## config.mk

```make
export PLATFORM = sky130hd
export DESIGN_NAME = dispense_scheduler
export DESIGN_NICKNAME = d
export VERILOG_FILES = /design/src/rtl/dispenser_pkg.sv /design/src/rtl/dispense_scheduler_req_sync_edge.sv /design/src/rtl/dispense_scheduler.sv
export SDC_FILE = /design/constraint.sdc
export NUM_CORES = 1
export LEC_CHECK = 0
export CORE_MARGIN = 2
export CORE_UTILIZATION = 40
export DETAILED_ROUTE_END_ITERATION = 7
export GPL_TIMING_DRIVEN = 0
export PLACE_DENSITY = 0.77
export SLEW_MARGIN = 0
export SYNTH_ARGS = -nofsm -noshare
export SYNTH_HDL_FRONTEND = slang
export SYNTH_SLANG_ARGS = --single-unit
export TNS_END_PERCENT = 30
```

## constraint.sdc

```tcl
create_clock -name clk -period 1.9 [get_ports clk]
set_clock_uncertainty 0.05 [all_clocks]
set_input_delay 0.38 -clock clk [delete_from_list [all_inputs] [get_ports clk]]
set_output_delay 0.38 -clock clk [all_outputs]
set_load 0.05 [all_outputs]
```

## src/rtl/dispenser_pkg.sv

```systemverilog
// Shared types and widths for the pet food dispenser sequencer.
//   state_t   : sequencer states (IDLE, WAIT, GAP_D, DISPENSE, GAP_W)
//   TMR_LIM_W : width of the limit presented to the Temporizador timer
//   TMR_CNT_W : width of the timer count (numero)
//   PORT_W    : width of the portion counter
package dispenser_pkg;

  localparam int TMR_LIM_W = 8;
  localparam int TMR_CNT_W = 16;
  localparam int PORT_W    = 8;

  typedef enum logic [2:0] {
    IDLE     = 3'd0,
    WAIT     = 3'd1,
    GAP_D    = 3'd2,
    DISPENSE = 3'd3,
    GAP_W    = 3'd4
  } state_t;

endpackage

```

## src/rtl/dispense_scheduler_req_sync_edge.sv

```systemverilog
// Pushbutton conditioning for the manual dispense request.
// SYNC_STAGES-deep synchronizer followed by a rising-edge detector.
//   clk   in  : system clock
//   reset in  : asynchronous active-low reset
//   din   in  : raw asynchronous input
//   rise  out : one-cycle pulse on a synchronized 0->1 transition
module req_sync_edge #(
  parameter int SYNC_STAGES = 2
) (
  input  logic clk,
  input  logic reset,
  input  logic din,
  output logic rise
);

  logic [SYNC_STAGES-1:0] sync_q;
  logic                   last_q;

  always_ff @(posedge clk or negedge reset) begin
    if (!reset) begin
      sync_q <= '0;
      last_q <= 1'b0;
    end else begin
      sync_q <= {sync_q[SYNC_STAGES-2:0], din};
      last_q <= sync_q[SYNC_STAGES-1];
    end
  end

  assign rise = sync_q[SYNC_STAGES-1] & ~last_q;

endmodule

```

## src/rtl/dispense_scheduler.sv

```systemverilog
// Top-level sequencer for the pet food dispenser.
// Alternates an inter-meal wait with a gate-open dispense phase using an
// external up-counting timer, arbitrates a manual pushbutton against the
// schedule, skips dispensing on a full bowl and keeps a saturating,
// capped portion count.
//
// Optional feature: define DISPENSE_MANUAL_EN to enable the manual request
// path (synchronizer, edge detect, pending flag). Without it manual_req is
// ignored and only scheduled dispenses occur.
//
// Ports:
//   clk, reset (async active-low)
//   enable        in  : scheduled operation on/off
//   interval_lim  in  : wait length, latched on entry to WAIT
//   dispense_lim  in  : gate-open length, latched on entry to DISPENSE
//   manual_req    in  : raw pushbutton (asynchronous)
//   bowl_full     in  : skip the current dispense when high
//   count_clr     in  : synchronous clear of portions
//   tmr_numero    in  : timer count
//   tmr_init      out : timer run (0 clears the timer)
//   tmr_limite    out : limit presented to the timer
//   gate_open     out : gate drive
//   portions      out : dispenses since last clear, saturating
//   busy          out : state != IDLE
//   cap_reached   out : portions >= MAX_PORTIONS (one cycle behind portions)
//
// state    | meaning
// ---------+-----------------------------------------------------------
// IDLE     | timer cleared, waiting for enable or a manual request
// WAIT     | timer running the inter-meal interval
// GAP_D    | one-cycle timer clear; decide dispense vs skip, load gate time
// DISPENSE | gate open, timer running the gate-open time
// GAP_W    | one-cycle timer clear; load interval, back to WAIT or IDLE
module dispense_scheduler
  import dispenser_pkg::*;
#(
  parameter logic [PORT_W-1:0] MAX_PORTIONS = 8'd6,
  parameter int                SYNC_STAGES  = 2
) (
  input  logic                 clk,
  input  logic                 reset,
  input  logic                 enable,
  input  logic [TMR_LIM_W-1:0] interval_lim,
  input  logic [TMR_LIM_W-1:0] dispense_lim,
  input  logic                 manual_req,
  input  logic                 bowl_full,
  input  logic                 count_clr,
  input  logic [TMR_CNT_W-1:0] tmr_numero,
  output logic                 tmr_init,
  output logic [TMR_LIM_W-1:0] tmr_limite,
  output logic                 gate_open,
  output logic [PORT_W-1:0]    portions,
  output logic                 busy,
  output logic                 cap_reached
);

  state_t               state_q, state_d;
  logic [TMR_LIM_W-1:0] lim_d;
  logic                 phase_done;
  logic                 pend_q;
  logic                 dispense_entry;

  assign phase_done = tmr_numero >= {{(TMR_CNT_W-TMR_LIM_W){1'b0}}, tmr_limite};

  always_comb begin
    state_d = state_q;
    case (state_q)
      IDLE:     if (pend_q) state_d = GAP_D;
                else if (enable) state_d = WAIT;
      WAIT:     if (phase_done || pend_q) state_d = GAP_D;
                else if (!enable) state_d = IDLE;
      GAP_D:    state_d = (bowl_full || cap_reached) ? GAP_W : DISPENSE;
      DISPENSE: if (phase_done) state_d = GAP_W;
      GAP_W:    state_d = enable ? WAIT : IDLE;
      default:  state_d = IDLE;
    endcase
  end

  // The limit must be valid in the first cycle of a running phase, so it is
  // loaded on the edge that enters that phase.
  always_comb begin
    lim_d = tmr_limite;
    case (state_q)
      IDLE:    if (state_d == WAIT) lim_d = interval_lim;
      GAP_D:   lim_d = dispense_lim;
      GAP_W:   lim_d = interval_lim;
      default: lim_d = tmr_limite;
    endcase
  end

  // Outputs are flopped from the next state so they line up with state_q.
  always_ff @(posedge clk or negedge reset) begin
    if (!reset) begin
      state_q    <= IDLE;
      tmr_init   <= 1'b0;
      gate_open  <= 1'b0;
      busy       <= 1'b0;
      tmr_limite <= '0;
    end else begin
      state_q    <= state_d;
      tmr_init   <= (state_d == WAIT) || (state_d == DISPENSE);
      gate_open  <= (state_d == DISPENSE);
      busy       <= (state_d != IDLE);
      tmr_limite <= lim_d;
    end
  end

  assign dispense_entry = (state_q == GAP_D) && (state_d == DISPENSE);

  always_ff @(posedge clk or negedge reset) begin
    if (!reset) begin
      portions    <= '0;
      cap_reached <= (MAX_PORTIONS == '0);
    end else begin
      if (count_clr)
        portions <= '0;
      else if (dispense_entry && (portions != '1))
        portions <= portions + 1'b1;
      cap_reached <= (portions >= MAX_PORTIONS);
    end
  end

`ifdef DISPENSE_MANUAL_EN
  logic req_rise;

  req_sync_edge #(.SYNC_STAGES(SYNC_STAGES)) u_req_sync_edge (
    .clk  (clk),
    .reset(reset),
    .din  (manual_req),
    .rise (req_rise)
  );

  // Presses during GAP_D/DISPENSE are dropped; repeated presses collapse.
  always_ff @(posedge clk or negedge reset) begin
    if (!reset)
      pend_q <= 1'b0;
    else if (state_q == GAP_D)
      pend_q <= 1'b0;
    else if (req_rise && (state_q != DISPENSE))
      pend_q <= 1'b1;
  end
`else
  logic unused_manual_req;
  assign unused_manual_req = manual_req | (SYNC_STAGES < 2);
  assign pend_q = 1'b0;
`endif

endmodule

```

==> flow_summary.json <==
{
  "status": "finished, final reports clean",
  "cp-start-kind": "input port",
  "clkLatencyLatePin_ns": 0.31,
  "clock_tree.buffer_depth": 2,
  "relSlewSlack_pct": 30.5,
  "met1Wirelength_um": 1560,
  "die_y_um": 61.6,
  "synth_cells": 139,
  "antenna_found_initial": 0,
  "r2r-end": "state_q[0]",
  "fp.dieW_um": 61.6,
  "place_inst": 238,
  "ys_ff_latch": 23,
  "synth-seq-area-share_pct": 43.4,
  "arrival_ns": 2.09,
  "slew_violations": 0,
  "dr_wl_met3_um": 175,
  "io_pins": 58,
  "combinationalPowerShare_pct": 61.2,
  "syn_to_final_growth_pct": 63.0,
  "path_clk_slew_ns": 0.13,
  "rrSetupSlack_ns": 0.05,
  "async_reset_ff_share_pct": 100,
  "yosys_warnings": 0,
  "syn-num-nets": 187,
  "hp-class": "in2reg",
  "p_int_mw": 1.36,
  "place.gp.congestion": 0.842,
  "drt.antenna.violating_nets": 0,
  "met2_length_um": 1980,
  "core_sq_um": 3100,
  "cts_hold_buf": 0,
  "power_frac_seq_pct": 30.3,
  "cp-end-kind": "flop",
  "r2r_cells": 6,
  "p_clk_share_pct": 8.5,
  "htreeDepth": 1,
  "crit_type": "in2reg",
  "portBuffers": 55,
  "start_util_pct": 42.7,
  "grt_pass1_vias": 1284,
  "setup_tns_ns": 0,
  "postSynthAreaPerCell_sq_um": 9.53,
  "p_sw_share_pct": 48.6,
  "antenna_cells": 0,
  "grtUsageTotal_pct": 19.8,
  "cts.sinks": 23,
  "whs_path_depth": 2,
  "die_area_sq_um": 3790,
  "syn_area_sq_um": 1330,
  "tightest_slew_ns": 1.04,
  "drt_iter0_drc": 38,
  "setup_viol": 0,
  "cpMaxStageDelayCell": "clkdlybuf4s50_1",
  "wl_um": 3770,
  "synth_flop_cell": "dfrtp_1",
  "first_pass_iters": 4,
  "final_cells": 249,
  "fillers": 259,
  "numCtsBuffers": 3,
  "period_share_pct": 99.4,
  "hold_viol": 0,
  "grt_pass1_wl_um": 5580,
  "rsz0062_at_grt": "true",
  "topRoutingLayerUsed": "met4",
  "min_period_ns": 1.89,
  "slowest_delay_ns": 0.46,
  "routed_via_density": 5.14,
  "min_to": "portions[4]",
  "final_net_count": 254,
  "num_vias": 1281,
  "dp_hpwl_um": 2680,
  "max_freq_ghz": 0.529,
  "rows": 20,
  "final_cell_mix": "clkdlybuf4s50_1 (31), dlygate4sd2_1 (18), nand2_1 (14)",
  "grt_max_degree": 24,
  "required_ns": 2.10,
  "p_leak_nw": 0.976,
  "worst-path-max-fanout": 2,
  "p_switching_mw": 1.29,
  "drc": 0,
  "ir_drop_v": 0.000764,
  "wl_per_cell_um": 15.1,
  "power_mw": 2.65,
  "worstHoldStart": "count_clr",
  "pwr_density_cell_nw_per_um2": 1230,
  "synth_edf_count": 0,
  "whs_ns": 0.369,
  "grt_overflow": 0,
  "cts_root_buf": "clkbuf_4",
  "cts_tree": "yes",
  "r2r_start": "tmr_limite[7]",
  "worstPathCellList": "clkdlybuf4s50_1 > ha_2 > nand4_1 > o22ai_4 > or3_4 > o31a_1 > o21ai_1",
  "drive_gt1_share_pct": 23.4,
  "final_common_cell": "clkdlybuf4s50_1",
  "maxCapViolations": 0,
  "synth_cell_types": 31
}
-- cells in the mapped netlist (3+ instances only) --
master,count,area [sq um]
dfrtp_1,23,576
nand2_1,14,52.6
o21ai_0,14,70.1
nor2_1,12,45.0
ha_1,10,125
inv_1,10,37.5
a21oi_1,8,40.0
mux2i_1,8,80.1
nand4_1,5,31.3
or3_1,4,25.0
xor2_1,4,35.0
a211oi_1,3,22.5
-- power by group through the flow --
stage                     sequential [mW]  combinational (mW)  clock, mW
after floorplan                      1.19               0.546          0
after global placement              0.793                1.39          0
after CTS                           0.783                1.40      0.234
final                               0.804                1.62      0.226
after global routing                0.827                1.76      0.248
after detailed placement            0.798                1.44          0
-- per-layer routing --
metal	global-route usage [%]	vias up
met2	37.3	42
met4	5.47	0
met3	2.31	8
met1	23.6	607
li1	-	624
met5	0	-
-- through the flow --
step / setup slack, ns / instance area [sq um] / util (%)
after floorplan: 0.00371 / 1360 / -
after global placement: -0.367 / 1960 / 63.2
after detailed placement: -0.412 / 1960 / 63.2
after CTS: 0.00274 / 1980 / 64.0
after global routing: -0.0525 / 2160 / 69.6
final: 0.0105 / 2160 / 69.6
-- worst max-delay path, delay by kind of cell --
kind / cells / cell delay [ns]
buf+inv: 1 / 0.46
compound gates: 3 / 0.47
simple gates: 2 / 0.49
fa+ha+maj: 1 / 0.28
-- registers in the layout, summed over array words and instances, names as in the netlist --
register and count:
cap_reached 1, portions 8, state_q 3, busy 1
tmr_init 1, tmr_limite 8, gate_open 1
-- worst max-delay path by stage --
| stage | from | endpoint | slack [ns] | cells after the start |
|---|---|---|---|---|
| 4_1_cts | tmr_init | tmr_init | 0.003 | 1 |
| 5_1_grt | tmr_numero[6] | state_q[0] | -0.05 | 7 |
| 3_3_place_gp | tmr_numero[7] | tmr_init | -0.37 | 7 |
| 3_5_place_dp | tmr_numero[5] | tmr_init | -0.41 | 7 |
| 2_1_floorplan | tmr_limite[7] | state_q[0] | 0.004 | 6 |
| 6_report | tmr_numero[6] | state_q[0] | 0.01 | 7 |
-- timing repair --
item	in CTS	in global routing
setup buffers	0	7
pin swaps	1	16
gates resized for setup	23	27
endpoints found under the setup margin	26	15
-- layout make-up --
type | count | area [sq um] | share of cell area (%)
plain buffers | 3 | 20.0 | 0.927
clock buffers | 4 | 26.3 | 1.22
inverters | 10 | 37.5 | 1.74
multi-input cells | 103 | 833 | 38.6
flip-flops and latches | 23 | 592 | 27.4
well taps | 44 | 55.1 | 2.55
repair buffers | 62 | 596 | 27.6
-- cells by family (layout without fill, tap and decap cells) --
kind of cell	count (synthesis)	after routing	share of synthesized area (%)
compound gates	32	32	14.4
xor+xnor	5	5	3.30
fa+ha+maj	10	10	9.44
buf+inv	13	79	4.25
flops	23	23	43.4
mux	8	8	6.04
simple gates	48	48	19.1
Note: power is estimated with default switching activity, not from simulation.
